`src/rtl/load_store_unit_pkg.sv`:
```
// Shared types and constants for the load/store unit: op codes, FSM states,
// the legal data address window and small decode helpers.
package load_store_unit_pkg;

  typedef enum logic [2:0] {
    OP_LB  = 3'd0,
    OP_LBU = 3'd1,
    OP_LH  = 3'd2,
    OP_LHU = 3'd3,
    OP_LW  = 3'd4,
    OP_SB  = 3'd5,
    OP_SH  = 3'd6,
    OP_SW  = 3'd7
  } lsu_op_e;

  typedef enum logic [1:0] {
    IDLE = 2'd0,
    RD   = 2'd1,
    WR   = 2'd2,
    RESP = 2'd3
  } lsu_state_e;

  localparam logic [31:0] stack_size_lo = 32'h0000_1000;
  localparam logic [31:0] stack_size_hi = 32'h0000_1FFF;

  function automatic logic is_load(lsu_op_e op);
    return (op == OP_LB) || (op == OP_LBU) || (op == OP_LH) ||
           (op == OP_LHU) || (op == OP_LW);
  endfunction

  // Halfwords need an even address, words need offset 0.
  function automatic logic is_misaligned(lsu_op_e op, logic [1:0] offset);
    case (op)
      OP_LH, OP_LHU, OP_SH: return offset[0];
      OP_LW, OP_SW:         return offset != 2'b00;
      default:              return 1'b0;
    endcase
  endfunction

endpackage

```
`src/rtl/load_store_unit_if.sv`:
```
// Pipeline-side request/response channel of the load/store unit.
interface load_store_unit_if;
  import load_store_unit_pkg::*;

  logic        req_valid;
  logic        req_ready;
  lsu_op_e     req_op;
  logic [31:0] req_addr;
  logic [31:0] req_wdata;
  logic        resp_valid;
  logic        resp_ready;
  logic [31:0] resp_rdata;
  logic        resp_err;

  modport master (
    output req_valid, req_op, req_addr, req_wdata, resp_ready,
    input  req_ready, resp_valid, resp_rdata, resp_err
  );

  modport slave (
    input  req_valid, req_op, req_addr, req_wdata, resp_ready,
    output req_ready, resp_valid, resp_rdata, resp_err
  );

endinterface

```
`src/rtl/load_store_unit_lane_align.sv`:
```
// Big-endian byte/halfword lane extraction for loads and lane merge for
// partial stores; purely combinational.
module lane_align
  import load_store_unit_pkg::*;
(
  input  lsu_op_e     op,
  input  logic [1:0]  offset,
  input  logic [31:0] word,
  input  logic [15:0] wdata,
  output logic [31:0] load_data,
  output logic [31:0] merged_word
);

  logic [7:0]  lane_byte [4];
  logic [7:0]  byte_sel;
  logic [15:0] half_sel;

  // Lane 0 is the most significant byte.
  for (genvar gi = 0; gi < 4; gi++) begin : g_lane
    localparam logic [1:0] LANE = 2'(gi);
    logic       hit;
    logic [7:0] src;

    assign lane_byte[gi] = word[31-8*gi -: 8];
    assign hit = ((op == OP_SB) && (offset == LANE)) ||
                 ((op == OP_SH) && (offset[1] == LANE[1]));
    assign src = ((op == OP_SB) || LANE[0]) ? wdata[7:0] : wdata[15:8];
    assign merged_word[31-8*gi -: 8] = hit ? src : lane_byte[gi];
  end

  assign byte_sel = lane_byte[offset];
  assign half_sel = offset[1] ? word[15:0] : word[31:16];

  always_comb begin
    load_data = word;
    case (op)
      OP_LB:   load_data = {{24{byte_sel[7]}}, byte_sel};
      OP_LBU:  load_data = {24'h0, byte_sel};
      OP_LH:   load_data = {{16{half_sel[15]}}, half_sel};
      OP_LHU:  load_data = {16'h0, half_sel};
      default: load_data = word;
    endcase
  end

endmodule

```
`src/rtl/load_store_unit.sv`:
```
// Single-outstanding load/store unit with read-modify-write for SB/SH and
// address-window faults. Define MISALIGN_TRAP_EN to fault misaligned accesses.
module load_store_unit
  import load_store_unit_pkg::*;
#(
  parameter logic [31:0] ADDR_LO = stack_size_lo,
  parameter logic [31:0] ADDR_HI = stack_size_hi
) (
  input  logic               clk,
  input  logic               rst,
  load_store_unit_if.slave   bus,
  output logic [31:0]        mem_addr,
  output logic [31:0]        mem_write_data,
  output logic               mem_sig_mem_write,
  input  logic [31:0]        mem_read_data
);

  lsu_state_e  state_reg, state_next;
  lsu_op_e     op_reg;
  logic [31:0] addr_reg;
  logic [15:0] wdata_reg;
  logic [31:0] word_reg;
  logic [31:0] rdata_reg;
  logic        err_reg;

  logic        req_fault;
  logic        req_ready;
  logic        resp_valid;
  logic        accept;
  logic [31:0] load_data;
  logic [31:0] merged_word;

  always_comb begin
    req_fault = (bus.req_addr < ADDR_LO) || (bus.req_addr > ADDR_HI);
`ifdef MISALIGN_TRAP_EN
    req_fault = req_fault || is_misaligned(bus.req_op, bus.req_addr[1:0]);
`endif
  end

  lane_align u_lane_align (
    .op          (op_reg),
    .offset      (addr_reg[1:0]),
    .word        (mem_read_data),
    .wdata       (wdata_reg),
    .load_data   (load_data),
    .merged_word (merged_word)
  );

  always_ff @(posedge clk or posedge rst) begin
    if (rst) state_reg <= IDLE;
    else     state_reg <= state_next;
  end

  always_comb begin
    state_next        = state_reg;
    req_ready         = 1'b0;
    resp_valid        = 1'b0;
    mem_addr          = 32'h0;
    mem_write_data    = 32'h0;
    mem_sig_mem_write = 1'b0;
    case (state_reg)
      IDLE: begin
        req_ready = 1'b1;
        if (bus.req_valid) begin
          if (req_fault)                state_next = RESP;
          else if (bus.req_op == OP_SW) state_next = WR;
          else                          state_next = RD;
        end
      end
      RD: begin
        mem_addr   = {addr_reg[31:2], 2'b00};
        state_next = is_load(op_reg) ? RESP : WR;
      end
      WR: begin
        mem_addr          = {addr_reg[31:2], 2'b00};
        mem_write_data    = word_reg;
        mem_sig_mem_write = 1'b1;
        state_next        = RESP;
      end
      RESP: begin
        resp_valid = 1'b1;
        if (bus.resp_ready) state_next = IDLE;
      end
      default: state_next = IDLE;
    endcase
  end

  assign accept = req_ready && bus.req_valid;

  // word_reg holds the SW data directly, or the merged RMW word from RD.
  always_ff @(posedge clk or posedge rst) begin
    if (rst) begin
      op_reg    <= OP_LB;
      addr_reg  <= 32'h0;
      wdata_reg <= 16'h0;
      word_reg  <= 32'h0;
      rdata_reg <= 32'h0;
      err_reg   <= 1'b0;
    end else if (accept) begin
      op_reg    <= bus.req_op;
      addr_reg  <= bus.req_addr;
      wdata_reg <= bus.req_wdata[15:0];
      word_reg  <= bus.req_wdata;
      rdata_reg <= 32'h0;
      err_reg   <= req_fault;
    end else if (state_reg == RD) begin
      if (is_load(op_reg)) rdata_reg <= load_data;
      else                 word_reg  <= merged_word;
    end
  end

  assign bus.req_ready  = req_ready;
  assign bus.resp_valid = resp_valid;
  assign bus.resp_rdata = resp_valid ? rdata_reg : 32'h0;
  assign bus.resp_err   = resp_valid & err_reg;

endmodule

```
`src/flat_wrapper.sv`:
```
// flat-port wrapper written by rule: the top's interface ports become plain ports
module load_store_unit_flat import load_store_unit_pkg::*;
#(
  parameter logic [31:0] ADDR_LO = stack_size_lo,
  parameter logic [31:0] ADDR_HI = stack_size_hi
)
  (clk, rst, mem_addr, mem_write_data, mem_sig_mem_write, mem_read_data, bus_req_valid, bus_req_op, bus_req_addr, bus_req_wdata, bus_resp_ready, bus_req_ready, bus_resp_valid, bus_resp_rdata, bus_resp_err);
  load_store_unit_if bus_i ();
  input  logic clk;
  input  logic rst;
  output logic [31:0] mem_addr;
  output logic [31:0] mem_write_data;
  output logic mem_sig_mem_write;
  input  logic [31:0] mem_read_data;
  input wire logic [$bits(bus_i.req_valid)-1:0] bus_req_valid;
  input wire logic [$bits(bus_i.req_op)-1:0] bus_req_op;
  input wire logic [$bits(bus_i.req_addr)-1:0] bus_req_addr;
  input wire logic [$bits(bus_i.req_wdata)-1:0] bus_req_wdata;
  input wire logic [$bits(bus_i.resp_ready)-1:0] bus_resp_ready;
  output wire logic [$bits(bus_i.req_ready)-1:0] bus_req_ready;
  output wire logic [$bits(bus_i.resp_valid)-1:0] bus_resp_valid;
  output wire logic [$bits(bus_i.resp_rdata)-1:0] bus_resp_rdata;
  output wire logic [$bits(bus_i.resp_err)-1:0] bus_resp_err;
  assign bus_i.req_valid = bus_req_valid;
  assign bus_i.req_op = bus_req_op;
  assign bus_i.req_addr = bus_req_addr;
  assign bus_i.req_wdata = bus_req_wdata;
  assign bus_i.resp_ready = bus_resp_ready;
  assign bus_req_ready = bus_i.req_ready;
  assign bus_resp_valid = bus_i.resp_valid;
  assign bus_resp_rdata = bus_i.resp_rdata;
  assign bus_resp_err = bus_i.resp_err;
  load_store_unit #(.ADDR_LO(ADDR_LO), .ADDR_HI(ADDR_HI)) u_core (.clk(clk), .rst(rst), .bus(bus_i), .mem_addr(mem_addr), .mem_write_data(mem_write_data), .mem_sig_mem_write(mem_sig_mem_write), .mem_read_data(mem_read_data));
endmodule
```
`config.mk`:
```
export PLATFORM = sky130hd
export DESIGN_NAME = load_store_unit_flat
export DESIGN_NICKNAME = d
export VERILOG_FILES = /design/src/rtl/load_store_unit_pkg.sv /design/src/rtl/load_store_unit_if.sv /design/src/rtl/load_store_unit_lane_align.sv /design/src/rtl/load_store_unit.sv /design/src/flat_wrapper.sv
export SDC_FILE = /design/constraint.sdc
export NUM_CORES = 1
export LEC_CHECK = 0
export BUFFER_PORTS_ARGS = -buffer_cell sky130_fd_sc_hd__buf_4
export CORE_ASPECT_RATIO = 0.9
export CORE_MARGIN = 1
export CORE_UTILIZATION = 57
export DETAILED_ROUTE_END_ITERATION = 10
export PLACE_DENSITY = 0.87
export SLEW_MARGIN = 20
export SYNTH_ARGS = -nofsm -noshare
export SYNTH_HDL_FRONTEND = slang
export SYNTH_HIERARCHICAL = 1
export SYNTH_SLANG_ARGS = --single-unit
export TNS_END_PERCENT = 30
```
`constraint.sdc`:
```
create_clock -name clk -period 6.8 [get_ports clk]
set_clock_uncertainty 0.05 [all_clocks]
set_input_delay 1.02 -clock clk [delete_from_list [all_inputs] [get_ports clk]]
set_output_delay 1.02 -clock clk [all_outputs]
set_load 0.01 [all_outputs]
```
==> results.yml, run 1 <==
outcome:
  status: "complete, no violations"
grt:
  antenna_found_initial: 0
  overflow: 0
  grt_max_degree: 66
  grt_pass1_vias: 6173
  grt_use_total_pct: 31.3
  grt_pass1_wl_um: 30900
synth:
  avgSynthCellArea_um2: 8.57
  ys.flop_type: "dfrtp_1"
  async_flop_share_pct: 100
  synthMuxAreaShare_pct: 8.22
  yosys-top-cells-area: "dfrtp_1 42%, nand2_1 14%, and2_1 8.6%, mux2_2 7.7%, a21oi_1 2.9%"
  yosys.area_share.simple_pct: 29.7
  synth_cells: 815
  synth-edff-count: 0
  ys_seq_area_share_pct: 42.3
  ys_warn_count: 6
  synth_cell_type_count: 45
  synth_top_family_by_area: "simple AND/OR/NAND/NOR gates"
  synth_area_um2: 6980
  ys_seq_elements: 118
  synth_compound_area_share_pct: 13.4
  yosys.area.top_type: "dfrtp_1"
  synth_fa_ha_area_share_pct: 0.717
  netlist.area_leader.share_pct: 42.3
  synth_xor_area_share_pct: 0
clock_tree:
  clockBufferDepth: 2
  clk_pin_slew_ns: 0.05
  clock_latency_ns: 0.41
  cts_root_buf: "clkbuf_16"
  cts_hold_buf: 0
  tritoncts: "built"
  cts-resized-gates: 0
  htree_levels: 4
  cts_setup_buffers: 0
  numCtsBuffers: 17
  clock-sinks: 118
critical_path:
  crit_type: "reg2out"
  worstPathMaxFanout: 31
  cp_slowest_cell: "ha_1"
  critPathCaptureType: "output pin"
  cp_slowest_stage_delay_ns: 0.80
  path_cells: "inv_1, ha_1, and2_1, buf_4"
  arrival_ns: 2.07
  worstPathRequired_ns: 5.73
  crit_start: "u_core/state_reg[1]$_DFFE_PP0P_"
  start_kind: "flop"
  r2r-start: "u_core/state_reg[0]$_DFFE_PP0P_"
placed_design:
  dpl.hpwl_um: 13600
  globalplace.congestion: 0.890
  place_inst: 1120
  io_buffers: 200
drt:
  wl_per_cell_um: 17.0
  routed_via_density: 5.60
  vias: 6456
  route.detailed.drc: 0
  ant_nets: 0
  routed_wl_um: 19600
  drt-initial-drc-count: 448
  drt_pass1_iterations: 7
sta:
  maxSlewHeadroom_pct: 32.2
  tightest_slew_ns: 1.02
  holdWs_ns: 0.414
  setup_viol: 0
  rsz0062_at_grt: "false"
  setup_tns_ns: 0
  fmax_ghz: 0.319
  drv_slew: 0
  hold_viol_final: 0
  min_period_ns: 3.14
  fin_crit_sh_pct: 46.2
floorplan:
  fp.dieW_um: 119
  rows: 37
  die-area_um2: 12700
  io_pins: 203
  fp.dieH_um: 107
  coreArea_um2: 11700
  initial_core_util_pct: 59.9
pwr:
  irDropWorstVdd_uv: 348
  pwr-share-comb_pct: 49.5
  netSwitchingPower_uw: 1710
  p_seq_share_pct: 29.0
  intPower_uw: 2570
  p_clk_share_pct: 21.4
  finalPower_uw: 4280
  leakagePower_uw: 0.00434
  switching_share_pct: 39.9
  powerDensity_nw_per_um2: 477
cells_and_area:
  final_cells: 1152
  antenna_cells: 0
  final_core_util_pct: 76.9
  drive_gt1_share_pct: 33.6
  final_nets: 1090
  area_growth_pct: 28.5
hold_path:
  hold_start: "u_core/addr_reg[10]$_DFFE_PP0P_"
  hp-class: "reg2reg"
job:
  drv_cap: 0
cell usage after synthesis, types with 5 or more instances:
cell type and count:
a21oi_1 40, mux2_2 48, a21oi_2 13, buf_4 6, o221ai_1 7, a22oi_1 14
nand2_1 264, inv_1 9, dfrtp_1 118, clkbuf_1 19, a31oi_1 22, a31oi_2 11
nor2_1 36, buf_2 24, and2_1 96, nor3_1 5, nor4_1 6, nor2b_1 17
nand2_2 17, o2bb2ai_1 7
final cells by class:
cell class	instances	area, µm²
Multi-Input combinational cell	632	3650
Sequential cell	118	2950
Fill cell	840	2690
Timing Repair Buffer	205	1540
Clock buffer	22	444
Tap cell	156	195
Clock inverter	10	154
Inverter	9	36.3
layer usage:
layer  global-route usage (%)  wire (µm)  up-vias
li1                         -          -     3028
met2                     49.5       9090      321
met5                        0          0        -
met4                     15.7        731        0
met3                     8.14       1600       62
met1                     39.9       8140     3045
power by group through the flow:
stage | sequential, µW | clock, µW | combinational [µW]
finish | 1240 | 918 | 2120
global route | 1280 | 954 | 2320
CTS | 1230 | 924 | 2110
detailed placement | 1240 | 0 | 2080
global placement | 1230 | 0 | 2030
floorplan | 1150 | 0 | 1530
worst paths after layout:
path	to	slack (ns)	cells after the start
worst max register to register	u_core/word_reg[31]$_DFFE_PP0P_	4.00	8
min in group asynchronous	u_core/addr_reg[17]$_DFFE_PP0P_	0.69	2
worst min register to register	u_core/addr_reg[10]$_DFFE_PP0P_	0.41	2
worst max-delay path	mem_addr[23]	3.66	4
worst min-delay path	u_core/addr_reg[10]$_DFFE_PP0P_	0.41	2
max in group asynchronous	u_core/word_reg[31]$_DFFE_PP0P_	4.77	3
through the flow:
step / area (µm²) / setup WS (ns)
2_1_floorplan: 6990 / 2.60
4_1_cts: 8970 / 3.50
6_report: 8970 / 3.66
3_5_place_dp: 8370 / 3.75
5_1_grt: 8970 / 3.52
3_3_place_gp: 8370 / 3.84
critical path: cells and delay by family (launching register included):
kind	cells	cell delay, ns
fa+ha+maj	1	0.80
flops	1	0.40
simple gates	1	0.25
buf+inv	2	0.22
kinds of logic (layout without fill, tap and decap cells):
logic type                 count (synthesis)  count (layout)
and+or+nand+nor                          451             451
AOI/OAI and AO/OA                        125             125
DFF                                      118             118
buffers and inverters                     66             246
muxes                                     50              50
adders and majority gates                  4               4
other                                      1               2
cell usage in the layout, fill, tap and decap left out, drive strengths merged, types with 7 or more instances in the layout:
cell and instances:
dfrtp 118, nor2b 17, clkbuf 22, and2 97, o221ai 7, nand2 281
buf 205, a22oi 15, mux2 49, a21oi 55, o2bb2ai 7, nor2 36
inv 9, a31oi 33
Note: power is estimated with default switching activity, not from simulation.
==> run 2, diff against run 1 <==
--- a/config.mk
+++ b/config.mk
@@ -8,9 +8,9 @@
 export BUFFER_PORTS_ARGS = -buffer_cell sky130_fd_sc_hd__buf_4
 export CORE_ASPECT_RATIO = 0.9
 export CORE_MARGIN = 1
-export CORE_UTILIZATION = 57
+export CORE_UTILIZATION = 53
 export DETAILED_ROUTE_END_ITERATION = 10
-export PLACE_DENSITY = 0.87
+export PLACE_DENSITY = 0.81
 export SLEW_MARGIN = 20
 export SYNTH_ARGS = -nofsm -noshare
 export SYNTH_HDL_FRONTEND = slang
==> constraint.sdc (replaced) <==
create_clock -name clk -period 2.9 [get_ports clk]
set_clock_uncertainty 0.05 [all_clocks]
set_input_delay 0.435 -clock clk [delete_from_list [all_inputs] [get_ports clk]]
set_output_delay 0.435 -clock clk [all_outputs]
set_load 0.01 [all_outputs]
==> run 2 against run 1 <==
  * Sequential share of layout area shrank 0.43 points
  * Setup slack lost 3.0 ns
  * Sequential cell count is the same
  * Sequential power grew 140%
  * Register-to-register slack lost 3.3 ns
  * Largest cell class unchanged
  * Highest routed layer unchanged
==> results.yml, run 2 (synthesized netlist as in run 1, its figures left out) <==
sta:
  holdWs_ns: 0.0859
  fin_crit_sh_pct: 77.6
  hold_viol_final: 0
  setup_viol: 0
  tightest_slew_ns: 0.721
  setup_tns_ns: 0
  min_period_ns: 2.25
  drv_slew: 0
  fmax_ghz: 0.445
  maxSlewHeadroom_pct: 51.8
  setup_slack_ns: 0.651
  rsz0062_at_grt: "false"
cells_and_area:
  area_growth_pct: 30.2
  final_core_util_pct: 71.1
  final_cell_mix: "264 x nand2_1, 214 x buf_4, 118 x dfrtp_1"
  final_nets: 1102
  antenna_cells: 0
  drive_gt1_share_pct: 34.6
  fillers: 1049
  final_common_cell: "nand2_1"
pwr:
  powerDensity_nw_per_um2: 1110
  finalPower_uw: 10100
  irDropWorstVdd_uv: 723
  leakagePower_uw: 0.00439
drt:
  vias: 6391
  drt-initial-drc-count: 540
  drt_pass1_iterations: 5
  routed_via_density: 5.45
  route.detailed.drc: 0
  routed_wl_um: 20100
  ant_nets: 0
  wl_per_cell_um: 17.1
grt:
  grt_max_degree: 83
  grt_pass1_vias: 6275
  antenna_found_initial: 0
  grt_pass1_wl_um: 32300
  grt_use_total_pct: 30.9
  overflow: 0
critical_path:
  crit_type: "reg2out"
  rrSetupSlack_ns: 0.69
  worstPathMaxFanout: 31
  arrival_ns: 1.76
  worstPathRequired_ns: 2.41
  start_kind: "flop"
  critPathCaptureType: "output pin"
clock_tree:
  clock-sinks: 118
  tritoncts: "built"
  clk_pin_slew_ns: 0.06
  clock_latency_ns: 0.41
  htree_levels: 4
  cts_hold_buf: 0
  numCtsBuffers: 17
  cts-resized-gates: 0
  cts_setup_buffers: 0
  cts_root_buf: "clkbuf_16"
  clockBufferDepth: 2
floorplan:
  rows: 39
  fp.dieW_um: 123
  fp.dieH_um: 111
  io_pins: 203
  initial_core_util_pct: 54.6
  die-area_um2: 13600
  coreArea_um2: 12800
outcome:
  status: "complete, no violations"
hold_path:
  hp-class: "in2async"
job:
  drv_cap: 0
placed_design:
  globalplace.congestion: 0.893
  io_buffers: 200
  dpl.hpwl_um: 14200
  preCtsSetupSlack_ns: 0.738
## run 2: cell types whose count changed in the layout (fill, tap and decap cells not counted), moves of 2 or more
cell,previous run,this run
clkbuf_1,5,1
bufinv_16,4,2
buf_4,205,214
clkinvlp_4,0,5
clkbuf_8,0,2
buf_12,0,3
## run 2: per-layer routing
layer / up-vias / wire length, µm / GRT usage [%]
li1: 3040 / - / -
met1: 3024 / 8540 / 41.7
met2: 278 / 9340 / 47.9
met3: 49 / 1600 / 7.30
met4: 0 / 605 / 12.0
met5: - / 0 / 0
## run 2: worst paths after layout
check                                                         to  cells after the start                             from
min in group clk                  u_core/addr_reg[8]$_DFFE_PP0P_                      3                  bus_req_addr[8]
worst max register to register   u_core/word_reg[23]$_DFFE_PP0P_                      5     u_core/op_reg[1]$_DFFE_PP0P_
worst min register to register    u_core/addr_reg[5]$_DFFE_PP0P_                      2   u_core/addr_reg[5]$_DFFE_PP0P_
worst min-delay path             u_core/wdata_reg[3]$_DFFE_PP0P_                      3                              rst
worst max-delay path                                mem_addr[23]                      5  u_core/state_reg[0]$_DFFE_PP0P_
max in group asynchronous       u_core/rdata_reg[31]$_DFFE_PP0P_                      3                              rst
## run 2: power breakdown
part	switching (µW)	internal (µW)	total, µW
Sequential	540	2400	2940
Clock	771	1310	2080
Combinational	2770	2290	5060
## run 2: through the flow
stage	instances	cell area (µm²)
6_report	1172	9090
5_1_grt	1172	9090
3_3_place_gp	1140	8510
3_5_place_dp	1140	8510
4_1_cts	1172	9090
2_1_floorplan	816	6990
## run 2: cell type report
type                       instances  area, µm²  area share [%]
multi-input combinational        632       3650            40.1
tap                              164        205            2.26
clock buffer                      20        457            5.02
sequential                       118       2950            32.5
timing repair buffer             217       1670            18.3
inverter                           9       37.5           0.413
clock inverter                    12        128            1.40
## run 2: critical path, stage by stage, from the launching register on
cell and delay (ns):
dfrtp_1 0.40, inv_1 0.08, ha_1 0.28, buf_4 0.27
and2_1 0.20, buf_4 0.12
==> run 3, diff against run 2 <==
--- a/config.mk
+++ b/config.mk
@@ -5,6 +5,7 @@
 export SDC_FILE = /design/constraint.sdc
 export NUM_CORES = 1
 export LEC_CHECK = 0
+export ABC_AREA = 1
 export BUFFER_PORTS_ARGS = -buffer_cell sky130_fd_sc_hd__buf_4
 export CORE_ASPECT_RATIO = 0.9
 export CORE_MARGIN = 1
==> constraint.sdc (replaced) <==
create_clock -name clk -period 2.2 [get_ports clk]
set_clock_uncertainty 0.05 [all_clocks]
set_input_delay 0.33 -clock clk [delete_from_list [all_inputs] [get_ports clk]]
set_output_delay 0.33 -clock clk [all_outputs]
set_load 0.01 [all_outputs]
==> run 3 against run 2 <==
  * Non-clock buffer count up 5
  * Register-to-register slack got worse by 0.43 ns
  * Core utilization rose by 0.41 points
  * Sequential share of layout area is 1.8 points lower
  * Synthesized area increased by 5.5%
==> results.yml, run 3 <==
outcome:
  status: "complete, no violations"
sta:
  setup_viol: 0
  fmax_ghz: 0.475
  maxSlewHeadroom_pct: 59.9
  tightest_slew_ns: 0.602
  fin_crit_sh_pct: 95.7
  min_period_ns: 2.11
  drv_slew: 0
  setup_tns_ns: 0
  hold_viol_final: 0
clock_tree:
  htree_levels: 4
  clockBufferDepth: 2
  clock-sinks: 118
  cts_root_buf: "clkbuf_16"
  numCtsBuffers: 17
  clock_latency_ns: 0.41
  tritoncts: "built"
  clk_pin_slew_ns: 0.05
  cts_setup_buffers: 0
critical_path:
  rrSetupSlack_ns: 0.26
  r2r_end: "u_core/rdata_reg[28]$_DFFE_PP0P_"
  arrival_ns: 1.73
  worstPathRequired_ns: 1.82
  worstPathMaxFanout: 34
  start_kind: "flop"
  critPathCaptureType: "output pin"
  r2r_cells: 6
  r2r-start: "u_core/state_reg[0]$_DFFE_PP0P_"
  crit_type: "reg2out"
pwr:
  p_seq_share_pct: 28.7
  p_clk_share_pct: 22.4
  intPower_uw: 7710
  powerDensity_nw_per_um2: 1400
  finalPower_uw: 13500
  pwr-share-comb_pct: 48.9
  switching_share_pct: 42.8
  irDropWorstVdd_uv: 924
  netSwitchingPower_uw: 5770
  leakagePower_uw: 0.00606
synth:
  ys.flop_type: "dfrtp_1"
  synth_cell_type_count: 35
  ys_warn_count: 6
  synthMostInstantiatedCell: "nand2_1"
  netlist.area_leader.share_pct: 40.1
  avgSynthCellArea_um2: 6.43
  synthTopCellsByCount: "537 x nand2_1, 185 x inv_1, 118 x dfrtp_1"
  synth_cells: 1146
  synth-edff-count: 0
  yosys.area.top_type: "dfrtp_1"
  yosys-top-cells-area: "dfrtp_1 40%, nand2_1 27%, inv_1 9.4%, nand3_1 6.7%, o21ai_0 4.7%"
  ys_seq_elements: 118
  synth_area_um2: 7370
  async_flop_share_pct: 100
  ys_seq_area_share_pct: 40.1
grt:
  grt_pass1_vias: 7101
  grt_max_degree: 72
  grt_use_total_pct: 30.7
  antenna_found_initial: 0
  grt_pass1_wl_um: 34800
  overflow: 0
hold_path:
  hold_start: "bus_req_addr[11]"
  hp-class: "in2reg"
  hold_path_depth: 3
  hold_end: "u_core/addr_reg[11]$_DFFE_PP0P_"
cells_and_area:
  final_cell_mix: "537 x nand2_1, 217 x buf_4, 184 x inv_1"
  area_growth_pct: 30.7
  antenna_cells: 0
  final_common_cell: "nand2_1"
  drive_gt1_share_pct: 21.0
  final_nets: 1436
placed_design:
  io_buffers: 200
  globalplace.congestion: 0.900
  dpl.hpwl_um: 15200
floorplan:
  rows: 40
  fp.dieW_um: 126
  io_pins: 203
  die-area_um2: 14400
  initial_core_util_pct: 54.7
  coreArea_um2: 13500
  fp.dieH_um: 114
drt:
  drt_pass1_iterations: 6
  drt-initial-drc-count: 654
  route.detailed.drc: 0
  routed_wl_um: 21200
  vias: 7797
  wl_per_cell_um: 14.1
  routed_via_density: 5.16
  ant_nets: 0
job:
  drv_cap: 0
-- run 3: changes by cell type after synthesis, moves of 17 or more --
cell     change
and2_1      -96
a21oi_1     -36
a31oi_1     -22
nand3_1     +98
o21ai_0     +68
nor2b_1     -17
mux2_2      -48
nand2_1    +273
inv_1      +176
-- run 3: how the worst max path moves through the flow --
stage / startpoint / end / slack (ns) / depth (start not counted)
floorplan: rst / u_core/addr_reg[0]$_DFFE_PP0P_ / 0.38 / 1
global placement: u_core/state_reg[0]$_DFFE_PP0P_ / u_core/word_reg[12]$_DFFE_PP0P_ / 0.42 / 8
detailed placement: u_core/state_reg[1]$_DFFE_PP0P_ / u_core/word_reg[26]$_DFFE_PP0P_ / 0.34 / 8
CTS: u_core/state_reg[1]$_DFFE_PP0P_ / mem_addr[12] / 0.04 / 6
global route: u_core/state_reg[0]$_DFFE_PP0P_ / mem_write_data[9] / -0.02 / 6
finish: u_core/state_reg[0]$_DFFE_PP0P_ / mem_write_data[9] / 0.09 / 6
-- run 3: cell type report --
type	instances	area, µm²
sequential	118	2950
timing repair buffer	222	1710
inverter	191	724
tap	168	210
multi-input combinational	779	3380
clock buffer	21	480
fill	1119	3830
clock inverter	11	171
-- run 3: power groups by stage --
stage                     clock [µW]  combinational, µW  sequential [µW]
final                           3020               6590             3860
after global routing            3140               7400             3960
after CTS                       3050               6520             3840
after detailed placement           0               6450             3850
after global placement             0               6280             3850
after floorplan                    0               4470             3580
-- run 3: repair_timing --
item / 4_1_cts / 5_1_grt
endpoints found under the setup margin: 0 / 30
gates resized for setup: 0 / 2
hold buffers: 1 / 0
hold endpoints to repair: 11 / 0
-- run 3: critical path: stages (launching register included) --
cell,delay [ns]
dfrtp_1,0.41
inv_1,0.11
ha_1,0.15
buf_4,0.32
nand2_1,0.14
inv_1,0.07
buf_4,0.11
-- run 3: kinds of logic (layout without fill, tap and decap cells) --
group	after synthesis	after routing	synth area share (%)
compound gates	90	90	6.30
fa+ha+maj	4	4	0.679
buf+inv	250	445	14.3
flops	118	118	40.1
other cells	1	2	0.0509
simple gates	683	683	38.6
-- run 3: per-layer routing --
metal	track usage [%]	vias to the layer above	wire length (µm)
met4	10.7	0	502
met5	0	-	0
met1	40.2	3584	8900
met2	49.3	373	9830
met3	8.07	46	2000
li1	-	3794	-
-- run 3: stage by stage --
stage | utilization [%] | std cells | setup WS (ns) | hold slack (ns) | instance area (µm²)
after floorplan | - | 1147 | 0.379 | 0.390 | 7380
after global placement | 66.6 | 1477 | 0.421 | 0.258 | 8960
after detailed placement | 66.6 | 1477 | 0.343 | 0.262 | 8960
after CTS | 71.5 | 1510 | 0.0394 | 0.0550 | 9620
after global routing | 71.5 | 1510 | -0.0205 | 0.0542 | 9630
final | 71.5 | 1510 | 0.0944 | 0.0654 | 9630
